## src/rtl/v1_peak_detector.sv

```systemverilog
// Peak detector for a shaped (trapezoidal-filtered) pulse stream.
// Registers each input sample with a timestamp, tracks the maximum of every
// over-threshold run, emits (amplitude, time, width) for runs that are long
// enough, then blanks the input for a programmable dead time. Events are
// offered on a valid/ready port; events that arrive while the previous one is
// still pending are dropped and counted.
module v1_peak_detector #(
  parameter int DATA_W    = 16,
  parameter int TS_W      = 32,
  parameter int DEAD_TIME = 8,
  parameter int MIN_WIDTH = 2
) (
  input  logic                     clk,
  input  logic                     reset,
  input  logic signed [DATA_W-1:0] filter_data,
  input  logic signed [DATA_W-1:0] threshold,
  input  logic                     enable,
  input  logic                     out_ready,
  output logic                     out_valid,
  output logic signed [DATA_W-1:0] out_amp,
  output logic [TS_W-1:0]          out_time,
  output logic [7:0]               out_width,
  output logic [15:0]              lost_cnt,
  output logic                     busy
);

  // Dead-time counter wide enough to hold DEAD_TIME (at least one bit).
  localparam int DC_W = (DEAD_TIME < 1) ? 1 : $clog2(DEAD_TIME + 1);
  localparam logic [DC_W-1:0] DEAD_LOAD = DC_W'(DEAD_TIME);
  localparam logic [7:0]      MIN_W8    = 8'(MIN_WIDTH);

  typedef enum logic [1:0] {
    IDLE  = 2'd0,
    ARMED = 2'd1,
    DEAD  = 2'd2
  } state_t;

  state_t                    state_q, state_d;
  logic [TS_W-1:0]           ts_q;
  logic signed [DATA_W-1:0]  sample_q;
  logic [TS_W-1:0]           sample_ts_q;
  logic signed [DATA_W-1:0]  max_q, max_d;
  logic [TS_W-1:0]           max_ts_q, max_ts_d;
  logic [7:0]                width_q, width_d;
  logic [DC_W-1:0]           dead_cnt_q, dead_cnt_d;
  logic                      out_valid_q, out_valid_d;
  logic signed [DATA_W-1:0]  out_amp_q, out_amp_d;
  logic [TS_W-1:0]           out_time_q, out_time_d;
  logic [7:0]                out_width_q, out_width_d;
  logic [15:0]               lost_q, lost_d;
  logic                      above;
  logic                      emit;

  // Input register: sample plus the free-running timestamp at that edge.
  always_ff @(posedge clk or posedge reset) begin
    if (reset) begin
      ts_q        <= '0;
      sample_q    <= '0;
      sample_ts_q <= '0;
    end else begin
      ts_q        <= ts_q + TS_W'(1);
      sample_q    <= filter_data;
      sample_ts_q <= ts_q;
    end
  end

  // Next-state logic for the pulse FSM and the event output holding register.
  always_comb begin
    state_d     = state_q;
    max_d       = max_q;
    max_ts_d    = max_ts_q;
    width_d     = width_q;
    dead_cnt_d  = dead_cnt_q;
    out_valid_d = out_valid_q;
    out_amp_d   = out_amp_q;
    out_time_d  = out_time_q;
    out_width_d = out_width_q;
    lost_d      = lost_q;
    emit        = 1'b0;
    above       = (sample_q > threshold);

    case (state_q)
      IDLE: begin
        if (enable && above) begin
          state_d  = ARMED;
          max_d    = sample_q;
          max_ts_d = sample_ts_q;
          width_d  = 8'd1;
        end
      end
      ARMED: begin
        if (!enable) begin
          state_d = IDLE;
        end else if (above) begin
          if (width_q != 8'hFF) width_d = width_q + 8'd1;
          // Strict compare: on a tie the earliest maximum is kept.
          if (sample_q > max_q) begin
            max_d    = sample_q;
            max_ts_d = sample_ts_q;
          end
        end else if (width_q >= MIN_W8) begin
          emit       = 1'b1;
          state_d    = DEAD;
          dead_cnt_d = DEAD_LOAD;
        end else begin
          state_d = IDLE;
        end
      end
      DEAD: begin
        // A load of 0 or 1 both leave DEAD after a single cycle.
        if (dead_cnt_q <= DC_W'(1)) state_d = IDLE;
        else                        dead_cnt_d = dead_cnt_q - DC_W'(1);
      end
      default: state_d = IDLE;
    endcase

    if (out_valid_q && out_ready) out_valid_d = 1'b0;

    if (emit) begin
      if (!out_valid_q || out_ready) begin
        out_valid_d = 1'b1;
        out_amp_d   = max_q;
        out_time_d  = max_ts_q;
        out_width_d = width_q;
      end else if (lost_q != 16'hFFFF) begin
        lost_d = lost_q + 16'd1;
      end
    end
  end

  // State and event registers.
  always_ff @(posedge clk or posedge reset) begin
    if (reset) begin
      state_q     <= IDLE;
      max_q       <= '0;
      max_ts_q    <= '0;
      width_q     <= '0;
      dead_cnt_q  <= '0;
      out_valid_q <= 1'b0;
      out_amp_q   <= '0;
      out_time_q  <= '0;
      out_width_q <= '0;
      lost_q      <= '0;
    end else begin
      state_q     <= state_d;
      max_q       <= max_d;
      max_ts_q    <= max_ts_d;
      width_q     <= width_d;
      dead_cnt_q  <= dead_cnt_d;
      out_valid_q <= out_valid_d;
      out_amp_q   <= out_amp_d;
      out_time_q  <= out_time_d;
      out_width_q <= out_width_d;
      lost_q      <= lost_d;
    end
  end

  assign out_valid = out_valid_q;
  assign out_amp   = out_amp_q;
  assign out_time  = out_time_q;
  assign out_width = out_width_q;
  assign lost_cnt  = lost_q;
  assign busy      = (state_q != IDLE);

endmodule

```

## config.mk

```make
export PLATFORM = sky130hd
export DESIGN_NAME = v1_peak_detector
export DESIGN_NICKNAME = d
export VERILOG_FILES = /design/src/rtl/v1_peak_detector.sv
export SDC_FILE = /design/constraint.sdc
export NUM_CORES = 1
export LEC_CHECK = 0
export ABC_AREA = 1
export CAP_MARGIN = 20
export CORE_MARGIN = 10
export CORE_UTILIZATION = 50
export DETAILED_ROUTE_END_ITERATION = 8
export HOLD_SLACK_MARGIN = 0.02
export PLACE_DENSITY = 0.74
export SLEW_MARGIN = 20
export SYNTH_ARGS = -nofsm -noshare
export SYNTH_HDL_FRONTEND = slang
export SYNTH_SLANG_ARGS = --single-unit
```

## constraint.sdc

```tcl
create_clock -name clk -period 15.2 [get_ports clk]
set_clock_uncertainty 0.2 [all_clocks]
set_input_delay 1.52 -clock clk [delete_from_list [all_inputs] [get_ports clk]]
set_output_delay 1.52 -clock clk [all_outputs]
set_load 0.02 [all_outputs]
```

Yosys cells after proc, flatten, opt, wreduce, memory -nomap -nowiden
Index checks and enable logic that the tools add are counted.
{"block": "classes", "n_addsub": 4, "n_lt_le_gt_ge": 4, "eq_ne": 14, "muxes": 33, "n_bitwise": 1, "reduce_logical": 14}
{"cell": "$mux W32", "n": 4}
{"cell": "$mux W16", "n": 4}
{"cell": "$pmux W32 S2", "n": 1}
{"cell": "$add A32 B1 Y32 const B", "n": 1}
{"cell": "$gt A16 B16 Y1", "n": 2}
{"cell": "$mux W8", "n": 4}
{"cell": "$pmux W16 S2", "n": 1}
{"cell": "$ne A2 B2 Y1 const B", "n": 9}
{"cell": "$add A16 B1 Y16 const B", "n": 1}
{"cell": "$mux W4", "n": 4}
{"cell": "$ne A16 B16 Y1 const B", "n": 1}
{"cell": "$pmux W8 S2", "n": 1}
{"cell": "$reduce_and A5 Y1", "n": 3}
{"cell": "$mux W2", "n": 5}
{"cell": "$add A8 B1 Y8 const B", "n": 1}
{"cell": "$ge A8 B2 Y1 const B", "n": 1}
{"cell": "$ne A8 B8 Y1 const B", "n": 1}
{"cell": "$pmux W4 S2", "n": 1}
{"cell": "$mux W1", "n": 7}
{"cell": "$pmux W2 S3", "n": 1}
{"cell": "$reduce_and A3 Y1", "n": 2}
{"cell": "$reduce_bool A2 Y1", "n": 3}
{"cell": "$le A4 B1 Y1 const B", "n": 1}
{"cell": "$sub A4 B1 Y4 const B", "n": 1}
{"cell": "other kinds (9)", "n": 10}
{"block": "word_totals", "ff_bits": 215, "input_bits": 36, "out_inout_bits": 74, "word_cells": 83}

Logic depth before layout (Yosys ltp)
{"block": "logic_depth", "ltp_word": 6, "mapped_depth": 19, "ltp_nobuf": 17}

Least setup slack after synthesis
OpenSTA, ideal clock, no wires.
{"block": "synth_path", "kind": "input to register", "from": "in threshold[15]", "to": "reg max_ts_q[0]", "setup_time_ps": 116, "arrival_ps": 3057, "required_time_ps": 14884, "path_slack_ps": 11827, "cell_stages": 14, "cell_sequence": "inv_1 ha_1 a21oi_1 o21ai_0 a21oi_1 nand2_1 nand2_1 nand3_2 nor2_4 nand2_2 buf_6 buf_4 nand2_1 nand2_1"}
{"block": "synth_via", "elab_chain_len": 4, "word_cells_on_any_way": 5, "cone_classes": "1 x order compare; 2 x eq/ne; 2 x reduce/logical"}
{"element": "start, declared", "line_no": "16", "text": "input logic signed [DATA_W-1:0] threshold,"}
{"element": "$gt A16 B16 Y1 (*)", "line_no": "80", "text": "above = (sample_q > threshold);"}
{"element": "$logic_and A1 B1 Y1", "line_no": "84", "text": "if (enable && above) begin"}
{"element": "$ne A2 B2 Y1 (no source line)"}
{"element": "$reduce_and A5 Y1 (no source line) (*)"}
{"element": "end signal, assigned", "line_no": "147", "text": "max_ts_q <= max_ts_d;"}
{"element": "end, declared", "line_no": "43", "text": "logic [TS_W-1:0] max_ts_q, max_ts_d;"}
Every way passes the cells marked *; elsewhere a longest branch is shown, timed or not.
A chain may end at the register's enable or synchronous reset.

Final worst setup path
{"block": "layout_path", "from": "in threshold[15]", "to": "reg width_q[1]"}
{"block": "layout_via", "elab_chain_len": 4, "word_cells_on_any_way": 5, "cone_classes": "1 x order compare; 2 x eq/ne; 2 x reduce/logical"}
{"element": "$gt A16 B16 Y1 (*)", "line_no": "80"}
{"element": "$logic_and A1 B1 Y1", "line_no": "84"}
{"element": "$ne A2 B2 Y1 (no source line)"}
{"element": "$reduce_and A5 Y1 (no source line) (*)"}
{"element": "end signal, assigned", "line_no": "148", "text": "width_q <= width_d;"}
{"element": "end, declared", "line_no": "44", "text": "logic [7:0] width_q, width_d;"}
Marked as above.

==> impl_metrics.toml <==
[outcome]
status = "finished, final reports clean"

[setup_path]
start_kind = "primary input"
cp-end-kind = "register"
worst-setup-path-type = "in -> reg"
cp_max_fo = 57
cp_data_arrival_time_ps = 4240
required_ps = 15390

[route]
remaining_drc_errors = 0
vias_per_cell = 4.99
finalWirelength_um = 19500
vias = 6804
ant_nets = 0
first_pass_iters = 5
wl_per_cell_um = 14.3
drtIter0Drc = 368

[hold_path]
worstHoldPathType = "reg -> reg"

[timing]
finalMaxSlewViolations = 0
fin_tns_setup_ps = 0
min_period_over_period_pct = 26.6
rsz0062_at_grt = "false"
slew-limit-headroom_pct = 35.2
hold_violations = 0
setup_viol = 0
fmax_mhz = 247
period_minus_slack_ps = 4050
worst_pin_slew_ps = 973

[floorplanning]
dieArea_mm2 = 0.0247
die_y_um = 157
start_util_pct = 50.6
ios = 110
fp.dieW_um = 157
rows = 50
coreArea_mm2 = 0.0186

[grt]
grt_max_degree = 145
grt_pass1_wl_um = 32400
grt_overflow = 0
antenna_found_initial = 0
grt_usage_pct = 15.8
grt_pass1_vias = 6544

[cells_and_area]
post-route-util_pct = 61.2
n_fill_cell = 1573
layout.cell_area.non_filler_mm2 = 0.0114
drive_gt1_share_pct = 4.87
area_growth_pct = 20.8
diodes = 0
final_nets = 1188

[synth]
synth-seq-cells = 215
syn_avg_cell_area_um2 = 9.34
synth_area_mm2 = 0.00941
yosys-top-cells-count = "nand2_1 (272), dfrtp_1 (215), inv_1 (133)"
synth_area_leader_cell = "dfrtp_1"
synthCells = 1007
yosysUniqueCellTypes = 31
syn-num-nets = 1081
synth_edf_count = 0
synth.top_cell.area_share_pct = 57.2
synth_warnings = 0
synth_area_leaders = "dfrtp_1 (57%), nand2_1 (11%), inv_1 (5.3%)"
synth.most_common_cell = "nand2_1"
dominantRegCellSynth = "dfrtp_1"
async_flop_share_pct = 100
ys_seq_area_share_pct = 57.2

[clocking]
clk_latency_ps = 510
holdBufCountCts = 0
cts_root_buf = "clkbuf_16"
cts_max_path_buffers = 3
tritoncts = "yes"
postCtsSetupRepairBufs = 0
h-tree-depth = 1
cts_sinks = 215
post_cts_resize_count = 0
clkSlewWorstSetupHoldPaths_ps = 60
numCtsBuffers = 23

[placement]
io_buffers = 109
hpwl_um = 13400
gp_congestion = 0.816
placed_area_mm2 = 0.0106

[power_and_ir_drop]
peakVddDrop_v = 0.0000840
power.density_mw_per_mm2 = 142
p_leak_uw = 0.00556

[job]
cap_violations = 0
==> placed cells by master (no fill, tap or decap), types with 2 or more instances in the layout <==
| master | instances |
|---|---|
| clkbuf_8 | 3 |
| nand3_1 | 91 |
| dfrtp_1 | 215 |
| xnor2_1 | 15 |
| xor2_1 | 32 |
| nor3b_1 | 3 |
| nor3_1 | 14 |
| o21ai_1 | 14 |
| clkdlybuf4s50_1 | 109 |
| nand4_1 | 14 |
| a21oi_1 | 15 |
| ha_1 | 38 |
| clkbuf_1 | 3 |
| nor4_1 | 8 |
| o21ai_0 | 61 |
| buf_4 | 3 |
| clkbuf_16 | 23 |
| a21o_1 | 3 |
| nand2_1 | 272 |
| inv_1 | 132 |
| nor3_2 | 3 |
| clkinv_2 | 7 |
| nor2_1 | 32 |
| nor2_2 | 3 |
| nand2_2 | 2 |
==> through the flow <==
| step | total power, µW | setup WS, ps | hold slack, ps | cells |
|---|---|---|---|---|
| floorplan | 927 | 7600 | 154 | 1007 |
| global placement | 1090 | 10510 | 158 | 1322 |
| detailed placement | 1100 | 10350 | 166 | 1322 |
| CTS | 1630 | 10840 | 179 | 1362 |
| global route | 1700 | 10840 | 195 | 1363 |
| finish | 1610 | 11150 | 178 | 1363 |
==> layer usage <==
layer / global-route usage (%) / routed length, µm / up-vias
met4: 5.16 / 502 / 0
met2: 28.1 / 9940 / 114
met1: 19.2 / 8280 / 3230
met3: 2.43 / 780 / 36
met5: 0 / 0 / -
li1: - / - / 3424
==> worst paths after layout <==
kind,from,end,slack [ps],cells after the start
hold / removal,ts_q[30],sample_ts_q[30],180,0
setup / recovery,threshold[15],width_q[1],11150,14
min in group asynchronous,reset,sample_ts_q[18],1420,2
hold reg to reg,ts_q[30],sample_ts_q[30],180,0
max in group asynchronous,reset,sample_q[9],11880,3
setup reg to reg,sample_q[11],width_q[1],12310,12
==> report_power, final <==
group / total [µW] / internal [µW] / switching [µW] / leakage (µW)
Sequential: 703 / 652 / 50.7 / 0.00285
Combinational: 380 / 161 / 219 / 0.00235
Clock: 531 / 309 / 221 / 0.000359
Total: 1610 / 1120 / 490 / 0.00556
==> kinds of logic (layout without fill, tap and decap cells) <==
kind of cell / after synthesis / after routing / synth area share, %
compound gates: 95 / 95 / 5.20
xor+xnor: 47 / 47 / 4.37
buf+inv: 164 / 286 / 7.54
flops: 215 / 215 / 57.2
fa+ha+maj: 38 / 38 / 5.05
simple gates: 448 / 448 / 20.7
==> state kept, by name, indices dropped and copies added (netlist names) <==
signal       cells
out_amp         16
out_valid        1
sample_q        16
ts_q            32
width_q          8
out_width        8
max_q           16
max_ts_q        32
sample_ts_q     32
state_q          2
dead_cnt_q       4
out_time        32
lost_cnt        16
==> layout make-up <==
class	instances	area [µm²]	share of cell area [%]
sequential	215	5380	47.3
multi-input combinational	628	3330	29.3
clock buffer	29	628	5.53
timing repair buffer	113	1140	10.0
inverter	133	507	4.46
clock inverter	11	90.1	0.793
tap	234	293	2.58
==> critical path, cell delays in order <==
cell             delay (ps)
clkdlybuf4s50_1         510
inv_1                    60
ha_1                    330
a21oi_1                 160
o21ai_0                  90
a21oi_1                 170
nand2_1                  70
nand2_1                  70
nand3_2                 180
nor2_4                  140
buf_4                   520
nand2_2                 230
nand2_1                 120
nand2_1                  50
(Power assumes the default switching activity.)
